$ cat config.mk
export PLATFORM = sky130hd
export DESIGN_NAME = ineq_compare_sequencer
export DESIGN_NICKNAME = d
export VERILOG_FILES = /design/src/rtl/alu_cmp_pkg.sv /design/src/rtl/ineq_bit_slice.sv /design/src/rtl/ineq_compare_sequencer.sv
export SDC_FILE = /design/constraint.sdc
export NUM_CORES = 1
export LEC_CHECK = 0
export ABC_CLOCK_PERIOD_IN_PS = 2700
export CAP_MARGIN = 30
export CORE_MARGIN = 2
export CORE_UTILIZATION = 45
export CTS_CLUSTER_SIZE = 8
export DETAILED_ROUTE_END_ITERATION = 10
export PLACE_DENSITY = 0.81
export SETUP_SLACK_MARGIN = 0.3
export SLEW_MARGIN = 20
export SYNTH_ARGS = -nofsm -noshare
export SYNTH_HDL_FRONTEND = slang
export SYNTH_HIERARCHICAL = 1
export SYNTH_SLANG_ARGS = --single-unit
$ cat constraint.sdc
create_clock -name clk -period 2.7 [get_ports clk]
set_input_delay 0.405 -clock clk [delete_from_list [all_inputs] [get_ports clk]]
set_output_delay 0.405 -clock clk [all_outputs]
set_load 0.01 [all_outputs]
$ cat src/rtl/alu_cmp_pkg.sv
// Shared definitions for the bit-serial ALU inequality comparator:
// FSM state encoding and the default operand width.
package alu_cmp_pkg;

  typedef enum logic [1:0] {
    ST_IDLE = 2'd0,
    ST_RUN  = 2'd1,
    ST_DONE = 2'd2
  } cmp_state_e;

  localparam int CMP_WIDTH_DEFAULT = 5;

endpackage

$ cat src/rtl/ineq_bit_slice.sv
// Single-bit inequality slice: reports whether one operand bit pair differs.
// Stepped across the operands by ineq_compare_sequencer.
module ineq_bit_slice (
  input  logic a_bit,
  input  logic b_bit,
  output logic diff_bit
);

  assign diff_bit = a_bit ^ b_bit;

endmodule

$ cat src/rtl/ineq_compare_sequencer.sv
// Bit-serial inequality comparator controller: scans a/b LSB first through one
// XOR slice. Optional macro INEQ_CMP_EARLY_EXIT_EN stops the scan at the first mismatch.
import alu_cmp_pkg::*;

module ineq_compare_sequencer #(
  parameter  int WIDTH = CMP_WIDTH_DEFAULT,
  localparam int IDXW  = $clog2(WIDTH)
) (
  input  logic             clk,
  input  logic             rst_n,
  input  logic             start_valid,
  output logic             start_ready,
  input  logic [WIDTH-1:0] a,
  input  logic [WIDTH-1:0] b,
  input  logic             abort,
  output logic             result_valid,
  input  logic             result_ready,
  output logic [WIDTH-1:0] diff_mask,
  output logic             neq,
  output logic [IDXW-1:0]  first_diff
);

`ifdef INEQ_CMP_EARLY_EXIT_EN
  localparam logic EARLY_EXIT = 1'b1;
`else
  localparam logic EARLY_EXIT = 1'b0;
`endif

  localparam logic [IDXW-1:0] IDX_LAST = IDXW'(WIDTH - 1);

  cmp_state_e       state_q, state_d;
  logic [IDXW-1:0]  idx_q, idx_d;
  logic [WIDTH-1:0] a_q, a_d;
  logic [WIDTH-1:0] b_q, b_d;
  logic [WIDTH-1:0] mask_q, mask_d;
  logic             neq_q, neq_d;
  logic [IDXW-1:0]  first_q, first_d;
  logic             start_ready_q, start_ready_d;
  logic             result_valid_q, result_valid_d;
  logic             diff_s;
  logic             first_hit_s;

  ineq_bit_slice u_slice (
    .a_bit    (a_q[idx_q]),
    .b_bit    (b_q[idx_q]),
    .diff_bit (diff_s)
  );

  assign first_hit_s = diff_s & ~neq_q;

  // Next-state, counter and result-register logic
  always_comb begin
    state_d = state_q;
    idx_d   = idx_q;
    a_d     = a_q;
    b_d     = b_q;
    mask_d  = mask_q;
    neq_d   = neq_q;
    first_d = first_q;
    case (state_q)
      ST_IDLE: begin
        if (start_valid) begin
          state_d = ST_RUN;
          a_d     = a;
          b_d     = b;
          idx_d   = {IDXW{1'b0}};
          mask_d  = {WIDTH{1'b0}};
          neq_d   = 1'b0;
          first_d = {IDXW{1'b0}};
        end else begin
          state_d = ST_IDLE;
        end
      end
      ST_RUN: begin
        if (abort) begin
          state_d = ST_IDLE;
          idx_d   = {IDXW{1'b0}};
          mask_d  = {WIDTH{1'b0}};
          neq_d   = 1'b0;
          first_d = {IDXW{1'b0}};
        end else begin
          mask_d[idx_q] = diff_s;
          if (first_hit_s) begin
            neq_d   = 1'b1;
            first_d = idx_q;
          end else begin
            neq_d   = neq_q;
          end
          // The counter parks on the last bit; it is reloaded on the next accept
          if ((idx_q == IDX_LAST) || (EARLY_EXIT && first_hit_s)) begin
            state_d = ST_DONE;
          end else begin
            idx_d   = idx_q + IDXW'(1);
          end
        end
      end
      ST_DONE: begin
        if (abort) begin
          state_d = ST_IDLE;
          idx_d   = {IDXW{1'b0}};
          mask_d  = {WIDTH{1'b0}};
          neq_d   = 1'b0;
          first_d = {IDXW{1'b0}};
        end else if (result_ready) begin
          state_d = ST_IDLE;
        end else begin
          state_d = ST_DONE;
        end
      end
      default: begin
        state_d = ST_IDLE;
        idx_d   = {IDXW{1'b0}};
        mask_d  = {WIDTH{1'b0}};
        neq_d   = 1'b0;
        first_d = {IDXW{1'b0}};
      end
    endcase
    start_ready_d  = (state_d == ST_IDLE);
    result_valid_d = (state_d == ST_DONE);
  end

  // State and output registers
  always_ff @(posedge clk or negedge rst_n) begin
    if (!rst_n) begin
      state_q        <= ST_IDLE;
      idx_q          <= {IDXW{1'b0}};
      a_q            <= {WIDTH{1'b0}};
      b_q            <= {WIDTH{1'b0}};
      mask_q         <= {WIDTH{1'b0}};
      neq_q          <= 1'b0;
      first_q        <= {IDXW{1'b0}};
      start_ready_q  <= 1'b1;
      result_valid_q <= 1'b0;
    end else begin
      state_q        <= state_d;
      idx_q          <= idx_d;
      a_q            <= a_d;
      b_q            <= b_d;
      mask_q         <= mask_d;
      neq_q          <= neq_d;
      first_q        <= first_d;
      start_ready_q  <= start_ready_d;
      result_valid_q <= result_valid_d;
    end
  end

  assign start_ready  = start_ready_q;
  assign result_valid = result_valid_q;
  assign diff_mask    = mask_q;
  assign neq          = neq_q;
  assign first_diff   = first_q;

endmodule

# After elaboration in Yosys (flattened, before gate mapping)
# Index checks and enable logic that the tools add are counted.
word_totals:
  regBits: 26
classes:
  addsub: 1
  n_lt_le_gt_ge: 2
  n_eq_ne: 8
  mux: 30
  bitwise_logic: 3
  reduce_logical: 7
op_table:
  columns: ["operator", "n"]
  rows:
  - ["3-bit two-way mux", 6]
  - ["3-bit case mux with 3 select lines", 2]
  - ["5-bit two-way mux", 3]
  - ["5-bit case mux with 3 select lines", 1]
  - ["1-bit two-way mux", 8]
  - ["2-bit two-way mux", 4]
  - ["1-bit binary-select mux with 3-bit select", 2]
  - ["3-bit != test, second input constant", 2]
  - ["2-bit case mux with 3 select lines", 1]
  - ["3-bit AND reduction", 2]
  - ["5-bit bitwise mux", 1]
  - ["2-bit == test, second input constant", 2]
  - ["2-bit zero test", 2]
  - ["3-bit by 4-bit < comparator with 1-bit output, second input constant", 1]
  - ["2-bit != test, second input constant", 2]
  - ["2-bit AND reduction", 2]
  - ["3-bit by 1-bit adder with 3-bit output, second input constant", 1]
  - ["1-bit demux with 3-bit select", 1]
  - ["3-bit == test, second input constant", 1]
  - ["3-bit by 1-bit >= comparator with 1-bit output, second input constant", 1]
  - ["1-bit case mux with 3 select lines", 1]
  - ["2-bit by 1-bit == test with 1-bit output, second input constant", 1]
  - ["1-bit bitwise AND", 1]
  - ["1-bit logical AND", 1]
  - ["other kinds (2)", 2]

# Depth between registers and ports, before layout
logic_depth:
  depth_word: 7
  depth_mapped: 8
  depth_no_buf: 7

# Modules after synthesis
# Netlist, hierarchy kept.
by_module_without_submodules:
  columns: ["mod", "n_inst", "cells_each", "area_each_um2", "seq_area_each_um2"]
  rows:
  - ["ineq_compare_sequencer", 1, 107, 1266.2, 651.9]
  - ["ineq_bit_slice", 1, 1, 8.8, 0.0]

# Worst setup path after synthesis
# OpenSTA, ideal clock, no wires.
synth_path:
  path_kind: "flip-flop to flip-flop"
  start: "reg idx_q[0]"
  end: "reg mask_q[2], in the netlist diff_mask[2]"
  setup_ps: 122
  arrival_time_ps: 1889
  setup_slack_ps: 689
  stages_incl_launch_ff: 9
  path_buffers: 2
  cell_sequence: "dfrtp_1 buf_1 mux2i_1 nor2_1 a211o_1 xor2_1 and2_1 buf_2 a32o_1"
synth_via:
  elab_cells_between_ends: 13
synth_rtl:
  columns: ["element", "line", "text"]
  rows:
  - ["start, declared", "ineq_compare_sequencer.sv:32", "logic [IDXW-1:0] idx_q, idx_d;"]
  - ["start signal, assigned", "ineq_compare_sequencer.sv:126", "idx_q <= {IDXW{1'b0}};"]
  - ["start signal, assigned", "ineq_compare_sequencer.sv:136", "idx_q <= idx_d;"]
  - ["1-bit binary-select mux with 3-bit select, on equally long branches", "ineq_compare_sequencer.sv:44, ineq_compare_sequencer.sv:45", null]
  - ["1-bit two-way mux, on equally long branches", "ineq_compare_sequencer.sv:44, ineq_compare_sequencer.sv:45", null]
  - ["1-bit bitwise XOR *", "ineq_bit_slice.sv:9", "assign diff_bit = a_bit ^ b_bit;"]
  - ["via diff_s", "ineq_compare_sequencer.sv:40", "logic diff_s;"]
  - ["5-bit bitwise mux *", "ineq_compare_sequencer.sv:82", "mask_d[idx_q] = diff_s;"]
  - ["5-bit two-way mux *", "ineq_compare_sequencer.sv:75", "if (abort) begin"]
  - ["5-bit case mux with 3 select lines *", "ineq_compare_sequencer.sv:60", "case (state_q)"]
  - ["end signal, assigned", "ineq_compare_sequencer.sv:129", "mask_q <= {WIDTH{1'b0}};"]
  - ["end signal, assigned", "ineq_compare_sequencer.sv:139", "mask_q <= mask_d;"]
  - ["end, declared", "ineq_compare_sequencer.sv:35", "logic [WIDTH-1:0] mask_q, mask_d;"]
# The timed path passes the listed nets; every way through them passes the cells marked *. The select of a mux whose other input is x is not followed.
# A chain may end at the register's enable or synchronous reset.

# Worst setup path in the final report
layout_path:
  start: "reg idx_q[0]"
  end: "reg first_q[1], in the netlist first_diff[1]"
layout_via:
  elab_chain_len: 6
  elab_cells_between_ends: 8
layout_rtl:
  columns: ["element", "line", "text"]
  rows:
  - ["1-bit binary-select mux with 3-bit select, on equally long branches", "ineq_compare_sequencer.sv:44, ineq_compare_sequencer.sv:45", null]
  - ["1-bit two-way mux, on equally long branches", "ineq_compare_sequencer.sv:44, ineq_compare_sequencer.sv:45", null]
  - ["1-bit bitwise XOR *", "ineq_bit_slice.sv:9", null]
  - ["via diff_s", "ineq_compare_sequencer.sv:40", null]
  - ["1-bit bitwise AND *", "ineq_compare_sequencer.sv:49", "assign first_hit_s = diff_s & ~neq_q;"]
  - ["3-bit != test (no source line) *", null, null]
  - ["3-bit AND reduction (no source line) *", null, null]
  - ["end signal, assigned", "ineq_compare_sequencer.sv:131", "first_q <= {IDXW{1'b0}};"]
  - ["end signal, assigned", "ineq_compare_sequencer.sv:141", "first_q <= first_d;"]
  - ["end, declared", "ineq_compare_sequencer.sv:37", "logic [IDXW-1:0] first_q, first_d;"]
# Marks and branches as above.

==> flow_summary.yaml <==
clock_network:
  tritoncts: "done"
  cts_made_buffers: 3
  cts.repair.resized: 0
  cts.sinks: 26
  cts_root_buffer: "clkbuf_4"
  ctsHoldBuffers: 0
  ctsLongestPathBuffers: 2
  cts_max_level: 1
  clk_pin_slew_ns: 0.14
  cts_setup_buffers: 0
  insertion_delay_ns: 0.33
power_and_ir_drop:
  powerDensity_nw_per_um2: 636.1
  vdd_drop_max_v: 0.0003640
  p_leak_nw: 0.6593
  power_uw: 995.6
global_route:
  grt_pass1_vias: 1001
  grt_pass1_wl_um: 4491
  grt.overflow.total: 0
  grt_usage: 0.1767
  antenna_found_initial: 0
  grt_max_degree: 16
synthesis:
  yosysWarnings: 6
  ys_top_cells_by_area: "dfrtp_1 49%, mux2_2 8.8%, a22o_1 6.2%, o22ai_1 3.4%, dfstp_2 2.1%"
  post-synth-top-area-fraction: 0.4907
  synth.top_cells.by_count: "25 x dfrtp_1, 10 x mux2_2, 9 x a22o_1"
  ys_async_sr_fraction: 1.000
  yosysTopAreaCell: "dfrtp_1"
  synthesis.area_um2: 1275
  synth_nets: 125
  synth.distinct_cells: 36
  yosysMostFrequentCell: "dfrtp_1"
  synthCells: 108
  yosysSeqAreaShare: 0.5113
  synth_seq_cells: 26
  synth-edff-count: 0
  avgSynthCellArea_um2: 11.81
  synthFlopType: "dfrtp_1"
route:
  wl_met3_um: 115
  wl_met1_um: 1117
  wl_met2_um: 1330
  vias: 962
  post-route-drc-count: 0
  dr.pass1.iters: 4
  avgRoutedWirePerCell_um: 16.02
  drt_wl_total_um: 2595
  drt-initial-drc-count: 30
  ant_nets: 0
  vias_per_cell: 5.938
  topRoutingLayerUsed: "met4"
sta:
  timing.fmax_mhz: 441.8
  holdWs_ns: 0.4634
  report.final.slew_viol_count: 0
  final-hold-violation-count: 0
  clock_skew_ns: 0.005388
  fin_tns_setup_ns: 0
  finalCritPeriodShare: 0.8383
  tightest_slew_ns: 0.6617
  finalCriticalPeriod_ns: 2.263
  rsz0062_at_grt: "no"
  setup_viol: 0
  fin_ws_ns: 0.4366
  relSlewSlack: 0.5575
placement:
  dp_hpwl_um: 1962
  portBuffers: 25
  gp_congestion: 0.8653
  dp_slack_ns: 0.5247
finish:
  area_delta_synth_final_pct: 22.77
  drive_gt1_frac: 0.1527
  seq_area_um2: 651.9
  nNetsFinal: 149
  fill_cells: 227
  multiInputGateArea_um2: 571.8
  n_antenna_cell: 0
  fin_util: 0.5725
run:
  drv.max_cap_violation_count: 0
critical_path:
  start_kind: "register"
  slowest_stage: "dfrtp_1"
  cp_max_fo: 14
  crit_top_cell: "a22o_1"
  critPathTopFamily: "compound AO/OA/AOI/OAI gates"
  r2r_start: "idx_q[0]$_DFFE_PN0P_"
  critPathKind: "register to register"
  crit_buf_inv: 0
  ff2ff_setup_slack_ns: 0.44
  worstSetupStartpoint: "idx_q[0]$_DFFE_PN0P_"
  cp_cell_sequence: "nor3b_1 > a22o_1 > a211o_1 > xor2_1 > nor2b_1 > o22ai_1 > a22o_1"
  arrival_ns: 2.50
  crit_path_max_incr_delay_ns: 0.65
  worstPathRequired_ns: 2.93
  end_kind: "register"
floorplanning:
  core-area_um2: 2734
  rows: 19
  io_pins: 26
  die_h_um: 57.23
  start_util: 0.4664
  die-area_um2: 3275
  die_w_um: 57.23
run_status:
  status: "finished, final reports clean"
worst_hold_path:
  min_path_type: "primary input to async pin"
==> cell type report <==
type	instances	area share
Sequential cell	26	0.4165
Multi-Input combinational cell	71	0.3653
Timing Repair Buffer	27	0.1695
Tap cell	31	0.02478
Clock buffer	4	0.01679
Inverter	3	0.007194
==> cells in the final DEF (no fill, tap or decap) <==
cell,Yosys,final
o32ai_1,1,1
nor3_1,1,1
dfrtp_1,25,25
clkdlybuf4s50_1,0,25
or3b_2,2,2
ha_1,2,2
nand4b_1,1,1
o22ai_1,7,7
nand3b_1,1,1
clkbuf_4,0,3
a211o_1,1,1
nor3b_1,3,3
clkbuf_1,4,1
a32o_1,2,2
a22oi_1,1,1
a211oi_1,1,1
nor3b_4,1,1
and2_1,1,1
nand2b_1,3,3
and3b_1,1,1
a21oi_1,5,5
nor2_1,4,4
a21o_1,2,2
inv_1,3,3
nor3b_2,1,1
o21ai_0,1,1
nand2_1,2,2
xor2_1,1,1
dfstp_2,1,1
buf_4,0,2
or3b_1,1,1
mux2i_1,2,2
a2bb2oi_1,1,1
nor2b_1,3,3
mux2_2,10,10
a22o_1,9,9
==> final timing paths <==
| kind | cells past startpoint | endpoint |
|---|---|---|
| setup / recovery | 7 | first_diff[1]$_DFFE_PN0P_ |
| hold / removal | 1 | neq$_DFFE_PN0P_ |
| setup reg to reg | 7 | first_diff[1]$_DFFE_PN0P_ |
| hold reg to reg | 1 | a_q[2]$_DFFE_PN0P_ |
| max in group asynchronous | 2 | idx_q[1]$_DFFE_PN0P_ |
| min in group clk | 1 | a_q[2]$_DFFE_PN0P_ |
==> metrics by stage <==
| step | cell area (µm²) | cells |
|---|---|---|
| 5_1_grt | 1565 | 162 |
| 6_report | 1565 | 162 |
| 4_1_cts | 1565 | 162 |
| 3_3_place_gp | 1539 | 158 |
| 3_5_place_dp | 1539 | 158 |
| 2_1_floorplan | 1275 | 108 |
==> sequential cells by signal, indices dropped and copies added (netlist names) <==
signal        flops
first_diff        3
start_ready       1
diff_mask         5
idx_q             3
result_valid      1
state_q           2
a_q               5
b_q               5
neq               1
==> metal layers <==
metal | vias up | track usage
li1 | 445 | -
met1 | 485 | 0.2132
met2 | 29 | 0.3186
met3 | 3 | 0.02494
met4 | 0 | 0.06645
met5 | - | 0
==> logic make-up after synthesis <==
logic type	count (synthesis)	share of synthesized area
xor+xnor	1	0.006871
mux	12	0.1040
flops	26	0.5113
buf+inv	11	0.04023
fa+ha+maj	2	0.01962
simple gates	25	0.1384
compound gates	31	0.1796
==> power breakdown <==
group | internal [mW] | switching (mW)
Clock | 0.0580 | 0.117
Combinational | 0.177 | 0.136
Sequential | 0.452 | 0.0567
Total | 0.686 | 0.309
Power figures use the tool's default switching activity.
